File: src/rtl/iobus_uart_tx.sv
// iobus_uart_tx -- memory-mapped UART transmitter with a byte FIFO.
//
// The CPU stores bytes to DATA (BASE_ADDR). They are queued in a FIFO and sent
// as 8N1 frames (start, 8 data bits LSB first, stop). Frames follow each other
// with no idle gap while the FIFO holds data. STATUS (BASE_ADDR+4) reports
// full/empty/in-flight/overflow and the FIFO count. Writing STATUS with bit 3
// set clears the sticky overflow flag.
//
// Ports:
//   CLK        in   clock, rising edge
//   RST        in   synchronous reset, active low
//   IOBUS_ADDR in   [31:0] bus address
//   IOBUS_OUT  in   [31:0] bus write data (DATA uses bits [7:0] only)
//   IOBUS_WR   in   bus write strobe, one cycle per store
//   IOBUS_IN   out  [31:0] combinational read data (STATUS, else 0)
//   TX         out  serial line, idle high (registered)
//   BUSY       out  frame in flight or FIFO non-empty (registered)
module iobus_uart_tx #(
  parameter int          CLKS_PER_BIT = 868,
  parameter int          FIFO_DEPTH   = 8,
  parameter logic [31:0] BASE_ADDR    = 32'h1100_0040
) (
  input  logic        CLK,
  input  logic        RST,
  input  logic [31:0] IOBUS_ADDR,
  input  logic [31:0] IOBUS_OUT,
  input  logic        IOBUS_WR,
  output logic [31:0] IOBUS_IN,
  output logic        TX,
  output logic        BUSY
);

  localparam int          PW        = $clog2(FIFO_DEPTH);
  localparam int          CW        = PW + 1;
  localparam int          BW        = $clog2(CLKS_PER_BIT);
  localparam logic [31:0] STAT_ADDR = BASE_ADDR + 32'd4;
  localparam logic [BW-1:0] BAUD_LAST = BW'(CLKS_PER_BIT - 1);
  localparam logic [CW-1:0] CNT_FULL  = CW'(FIFO_DEPTH);

  typedef enum logic [1:0] {IDLE, START, DATA, STOP} state_t;

  state_t          state_q, state_d;
  logic [BW-1:0]   baud_q, baud_d;
  logic [2:0]      bit_q, bit_d;
  logic [7:0]      shift_q, shift_d;
  logic            tx_q, tx_d;
  logic            busy_q, busy_d;
  logic            ovf_q, ovf_d;
  logic [CW-1:0]   count_q, count_d;
  logic [PW-1:0]   wr_ptr_q, wr_ptr_d;
  logic [PW-1:0]   rd_ptr_q, rd_ptr_d;
  logic [7:0]      fifo_mem_q [FIFO_DEPTH];

  logic full, empty, wr_data, wr_stat, push, pop, baud_done;
  logic unused_bits;

  assign full      = (count_q == CNT_FULL);
  assign empty     = (count_q == '0);
  assign wr_data   = IOBUS_WR && (IOBUS_ADDR == BASE_ADDR);
  assign wr_stat   = IOBUS_WR && (IOBUS_ADDR == STAT_ADDR);
  assign baud_done = (baud_q == BAUD_LAST);
  // Fullness comes from the registered count, so a pop on the same edge
  // never makes room for a push.
  assign push      = wr_data && !full;
  // Pops are decided from the registered count: a byte pushed this edge
  // cannot be the one popped.
  assign pop       = !empty && ((state_q == IDLE) || ((state_q == STOP) && baud_done));
  assign unused_bits = ^{IOBUS_OUT[31:8]};

  always_comb begin
    state_d = state_q;
    baud_d  = baud_q + BW'(1);
    bit_d   = bit_q;
    shift_d = shift_q;
    tx_d    = tx_q;
    // TX is registered, so it is computed for the state being entered.
    unique case (state_q)
      IDLE: begin
        baud_d = '0;
        tx_d   = 1'b1;
        if (pop) begin
          state_d = START;
          shift_d = fifo_mem_q[rd_ptr_q];
          tx_d    = 1'b0;
        end
      end
      START: begin
        if (baud_done) begin
          state_d = DATA;
          baud_d  = '0;
          bit_d   = '0;
          tx_d    = shift_q[0];
        end
      end
      DATA: begin
        if (baud_done) begin
          baud_d = '0;
          if (bit_q == 3'd7) begin
            state_d = STOP;
            tx_d    = 1'b1;
          end else begin
            bit_d   = bit_q + 3'd1;
            shift_d = {1'b0, shift_q[7:1]};
            tx_d    = shift_q[1];
          end
        end
      end
      STOP: begin
        if (baud_done) begin
          baud_d = '0;
          if (pop) begin
            state_d = START;
            shift_d = fifo_mem_q[rd_ptr_q];
            tx_d    = 1'b0;
          end else begin
            state_d = IDLE;
            tx_d    = 1'b1;
          end
        end
      end
      default: begin
        state_d = IDLE;
        baud_d  = '0;
        tx_d    = 1'b1;
      end
    endcase

    wr_ptr_d = wr_ptr_q + PW'(push);
    rd_ptr_d = rd_ptr_q + PW'(pop);
    count_d  = count_q + CW'(push) - CW'(pop);

    // A set and a clear in the same cycle: the set wins.
    ovf_d = ovf_q;
    if (wr_stat && IOBUS_OUT[3]) ovf_d = 1'b0;
    if (wr_data && full)         ovf_d = 1'b1;

    busy_d = (count_d != '0) || (state_d != IDLE);
  end

  // Control state: reset applies here
  always_ff @(posedge CLK) begin
    if (!RST) begin
      state_q  <= IDLE;
      baud_q   <= '0;
      tx_q     <= 1'b1;
      busy_q   <= 1'b0;
      ovf_q    <= 1'b0;
      count_q  <= '0;
      wr_ptr_q <= '0;
      rd_ptr_q <= '0;
    end else begin
      state_q  <= state_d;
      baud_q   <= baud_d;
      tx_q     <= tx_d;
      busy_q   <= busy_d;
      ovf_q    <= ovf_d;
      count_q  <= count_d;
      wr_ptr_q <= wr_ptr_d;
      rd_ptr_q <= rd_ptr_d;
    end
  end

  // Datapath: shift register, bit index and FIFO storage carry no reset
  always_ff @(posedge CLK) begin
    shift_q <= shift_d;
    bit_q   <= bit_d;
    if (RST && push) fifo_mem_q[wr_ptr_q] <= IOBUS_OUT[7:0];
  end

  always_comb begin
    IOBUS_IN = '0;
    if (IOBUS_ADDR == STAT_ADDR) begin
      IOBUS_IN[0]    = full;
      IOBUS_IN[1]    = empty;
      IOBUS_IN[2]    = (state_q != IDLE);
      IOBUS_IN[3]    = ovf_q;
      IOBUS_IN[15:8] = 8'(count_q);
    end
  end

  assign TX   = tx_q;
  assign BUSY = busy_q;

endmodule

File: config.mk
export PLATFORM = sky130hd
export DESIGN_NAME = iobus_uart_tx
export DESIGN_NICKNAME = d
export VERILOG_FILES = /design/src/rtl/iobus_uart_tx.sv
export SDC_FILE = /design/constraint.sdc
export NUM_CORES = 1
export LEC_CHECK = 0
export BUFFER_PORTS_ARGS = -buffer_cell sky130_fd_sc_hd__buf_2
export CAP_MARGIN = 20
export CELL_PAD_IN_SITES_DETAIL_PLACEMENT = 1
export CELL_PAD_IN_SITES_GLOBAL_PLACEMENT = 1
export CORE_AREA = 2 2 104 106
export CTS_BUF_LIST = sky130_fd_sc_hd__clkbuf_8
export CTS_CLUSTER_SIZE = 10
export DETAILED_ROUTE_END_ITERATION = 6
export DIE_AREA = 0 0 106 108
export PLACE_DENSITY = 0.81
export SETUP_SLACK_MARGIN = 0.15
export SLEW_MARGIN = 20
export SYNTH_ARGS = -nofsm -noshare
export SYNTH_HDL_FRONTEND = slang
export SYNTH_SLANG_ARGS = --single-unit
File: constraint.sdc
create_clock -name CLK -period 5.3 [get_ports CLK]
set_clock_uncertainty 0.05 [all_clocks]
set_input_delay 1.06 -clock CLK [delete_from_list [all_inputs] [get_ports CLK]]
set_output_delay 1.06 -clock CLK [all_outputs]
set_load 0.02 [all_outputs]
Word-level counts from Yosys, hierarchy flattened
Memory sizes are Yosys's and may differ from the RTL's. A register that Yosys moved wholly into a read port is not among the register bits.
Index checks and enable logic that the tools add are counted.
- register bits: 36
- RAM bits: 64
- input bits: 67
- word-level logic and storage cells: 84
- memories: 1
- $add $sub $neg: 6
- eq/ne operators: 12
- multiplexer cells: 31
- reduce and logical (&&, ||, !) cells: 24
- memory list (name ; depth ; bits a word ; read ports ; clocked after Yosys merged registers in ; wr ports ; RTL line ; source):
    fifo_mem_q ; 8 ; 8 ; 1 ; 1 ; 1 ; 52 ; logic [7:0] fifo_mem_q [FIFO_DEPTH];
- operators with widths (cell ; count):
    $eq A32 B29 Y1 const B ; 2
    $mux W8 ; 4
    $pmux W8 S3 ; 1
    $pmux W10 S2 ; 1
    $mux W3 ; 4
    $add A10 B1 Y10 const B ; 1
    $eq A10 B10 Y1 const B ; 1
    $mux W1 ; 10
    $mux W10 ; 1
    $mux W2 ; 5
    $logic_and A1 B1 Y1 ; 8
    $mux W4 ; 2
    $ne A2 B2 Y1 const B ; 4
    $pmux W2 S4 ; 1
    $reduce_and A4 Y1 ; 2
    $reduce_bool A2 Y1 ; 4
    $add A3 B1 Y3 ; 2
    $pmux W3 S2 ; 1
    $add A4 B1 Y4 ; 1
    $eq A2 B2 Y1 const B ; 2
    $eq A4 B4 Y1 const B ; 1
    $logic_not A4 Y1 ; 1
    $pmux W1 S4 ; 1
    $reduce_bool A4 Y1 ; 1
    10 further kinds ; 12

Longest topological paths before layout
- depth in word-level cells: 9
- gate-level depth with buffers: 15
- mapped depth without buffers: 15

Worst setup path before layout
No wires, ideal clock.
- kind: input port to flip-flop
- start: in IOBUS_ADDR[9]
- end: reg busy_q, in the netlist BUSY
- data arrival time: 3.487 ns
- required time: 5.123 ns
- slack: 1.636 ns
- stages: 14
- cells stage by stage: nor4b_1 > nand4_1 > nor2_1 > and3_1 > inv_1 > ha_1 > inv_1 > ha_1 > inv_1 > fa_1 > xnor2_1 > nor3b_1 > a21oi_1 > or3_1
- longest elaborated chain between the ends: 7
- RTL lines (item ; RTL line ; source):
    from (decl) ; 25 ; input logic [31:0] IOBUS_ADDR,
    $eq A32 B29 Y1 ; 59 ; assign wr_data = IOBUS_WR && (IOBUS_ADDR == BASE_ADDR);
    $logic_and A1 B1 Y1 ; 59 ;
    $logic_and A1 B1 Y1 ; 64 ; assign push = wr_data && !full;
    $add A4 B1 Y4 ; 130 ; count_d = count_q + CW'(push) - CW'(pop);
    $sub A4 B1 Y4 ; 130 ;
    $reduce_bool A4 Y1 ; 137 ; busy_d = (count_d != '0) || (state_d != IDLE);
    $logic_or A1 B1 Y1 ; 137 ;
    to (signal assigned) ; 155 ; busy_q <= busy_d;
    to (decl) ; 47 ; logic busy_q, busy_d;
Every way passes these cells.
A chain may end at the register's enable or synchronous reset.

Worst setup path after layout
Ends and elaborated chain as after synthesis.

==> summary.md <==
| Metric | Value |
|---|---|
| CTS tree | `done` |
| Worst Path Required | `5.52 ns` |
| Share of the synthesized area in the top cell type | `roughly 50%` |
| Initial antenna violation count | `0` |
| Post-DP HPWL | `about 6600 um` |
| Startpoint Class | `input port` |
| Commonest non-fill, non-tap cell in the layout | `edfxtp_1` |
| Synthesized area | `roughly 4600 um2` |
| Max Transition Viols Final | `0` |
| DRT Wirelength | `9380 um` |
| Clock slew at reported path FFs | `~0.1 ns` |
| CTS max path bufs | `2` |
| R2R cell count | `14` |
| PwrDens | `between 400 and 500 nW/um2` |
| DRC | `0` |
| Post-synthesis sequential area ratio | `between 60% and 70%` |
| Die width | `106 um` |
| Placement Setup Slack | `between 0.9 and 1 ns` |
| Commonest cells after routing, fill and taps aside | `75 x edfxtp_1, 52 x buf_2, 32 x nor2_1, 24 x dfxtp_1, 24 x conb_1` |
| Syn. warnings | `0` |
| Largest net degree at the start of global routing | `22` |
| Port Buffers | `52` |
| Post-synth ARST share | `0%` |
| WL per Instance | `17.7 um` |
| Num ports | `roughly 100` |
| Share of cells above drive strength 1 | `roughly a quarter` |
| H-tree levels | `3` |
| Measured slew at the worst slew-check pin | `0.907 ns` |
| Post-Synthesis Cells | `between 300 and 400` |
| Post-synth top flop | `edfxtp_1` |
| Die ar. | `about 11000 um2` |
| Crit. End Element | `register` |
| Syn Area/Cell | `between 10 and 15 um2` |
| Fin crit period | `about 4 ns` |
| # setup viols final | `0` |
| Status | `finished, final reports clean` |
| Number of global-route vias before repair | `between 2000 and 3000` |
| Worst Hold Depth | `1` |
| Via count | `~2800` |
| Worst min path class | `register to register` |
| Setup repair after global routing missed its margin | `false` |
| Max-cap viol count | `0` |
| Num Clock Sinks | `100` |
| Worst reg2reg startpoint | `baud_q[0]` |
| Peak VDD IR | `0.310 mV` |
| Worst setup margin | `approximately 1.3 ns` |
| EDFF count, synth | `75` |
| Remaining Overflow, GRT | `0` |
| Critical path arrival | `4.22 ns` |
| N_diodes | `0` |
| Worst-path maximum fanout | `7` |
| Max_slew headroom | `between 30% and 40%` |
| Die Y | `108 um` |
| Initial core utilization | `44.7%` |
| Total CTS buffers | `9` |
| GR Util met2 | `approximately a third` |
| TritonRoute pass-1 iters | `4` |
| Postcts setup bufs | `0` |
| Setup crit start | `IOBUS_ADDR[9]` |
| Tcrit/Tclk final | `about 75%` |
| Max Fclk | `0.250 GHz` |
| Number of distinct library cells after synthesis | `46` |
| GRT Total Usage | `between 15 and 20%` |
| TNS Setup | `0 ns` |
| Core area | `a little over 10000 um2` |
| Met1 GRT Util | `between 20% and 30%` |
| Post-DRT Antenna Nets | `0` |
| Post-CTS sizing | `0` |
| Initial DRC count | `90` |
| Worst-Skew Late Latency | `around 0.39 ns` |
| Syn-to-layout area delta | `12.3%` |
| Worst Setup Path Type | `input port to register` |
| Hold Crit Start | `baud_q[0]` |
| CTS root buf | `clkbuf_8` |
| DR vias/cell | `slightly above 5` |
| Final net count | `~480` |
| P_leak | `between 1.5 and 2 nW` |
| RD Place Congestion | `about 0.81` |
| Met3 Track Usage GR | `4.22%` |
| Global-route wire length before repair | `~15000 um` |
| Site row count | `37` |
| Area leader, netlist | `edfxtp_1` |
| # hold bufs at CTS | `0` |
| Fin. Hold Viols | `0` |
| Synth area leaders | `edfxtp_1 49%, dfxtp_1 11%, mux4_2 7.9%` |
| Yosys reg bits | `100` |
| Grt peak-use layer | `met2` |
[worst max-delay path, cell delays in order]
cell and delay [ns]:
buf_2 0.10, nor4b_1 0.42, nand4_1 0.21, nor2_1 0.40, and3_1 0.28, inv_1 0.06, ha_1 0.28, inv_1 0.06
ha_1 0.17, inv_1 0.06, fa_1 0.38, xnor2_1 0.15, nor3b_1 0.20, a21oi_1 0.08, or3_1 0.30
[stage by stage]
step	instances	hold WS, ns	utilization (%)	power (mW)	cell area, um2
2_1_floorplan	355	0.380	-	1.46	4660
3_3_place_gp	515	0.392	48.0	1.57	4910
3_5_place_dp	515	0.431	48.0	1.61	4920
4_1_cts	531	0.455	50.2	2.15	5140
5_1_grt	531	0.481	50.2	2.25	5140
6_report	531	0.442	50.2	2.12	5140
[report_power, final]
group | switching, mW | internal, mW
Clock | 0.302 | 0.235
Combinational | 0.295 | 0.273
Sequential | 0.0868 | 0.932
Total | 0.684 | 1.44
[final cells by class]
class / instances / area (um2)
well taps: 136 / 170
inverters: 15 / 56.3
clock inverters: 7 / 97.6
clock buffers: 9 / 124
fillers: 1058 / 5090
multi-input cells: 206 / 1630
flip-flops and latches: 100 / 2750
repair buffers: 58 / 305
[final timing paths]
check,to,slack [ns]
worst max-delay path,BUSY,1.30
worst max register to register,BUSY,2.01
worst min-delay path,baud_q[0],0.44
worst min register to register,baud_q[0],0.44
[Yosys cell counts, drive strengths merged (3+ instances only)]
library cell and instances:
edfxtp 75, nor2 32, buf 27, dfxtp 25
ha 18, mux4 16, inv 15, nand2 15
and2 9, xnor2 9, nor3 8, nor4 8
a22o 7, clkbuf 7, mux2 7, nand3 7
a211oi 4, a21oi 4, and3 3, nand4 3
nor4b 3, o21ai 3, xor2 3
[layer usage]
metal / vias up / routed length [um]
met5: - / 0
met4: 0 / 218
met3: 20 / 327
met2: 52 / 4890
met1: 1376 / 3940
li1: 1307 / -
[registers in the layout, summed over array words and instances (netlist names)]
name	flops
bit_q	3
rd_ptr_q	3
TX	1
baud_q	10
BUSY	1
state_q	2
count_q	4
shift_q	8
ovf_q	1
fifo_mem_q	64
wr_ptr_q	3
[cell families after synthesis]
group	share of synthesized area (%)
muxes	9.82
buffers and inverters	6.10
and+or+nand+nor	11.6
AOI/OAI and AO/OA	4.59
adders and majority gates	5.36
xor gates and xnor gates	2.30
DFF	60.2
other	0.0820
No activity file was read; power rests on OpenSTA's default activity.
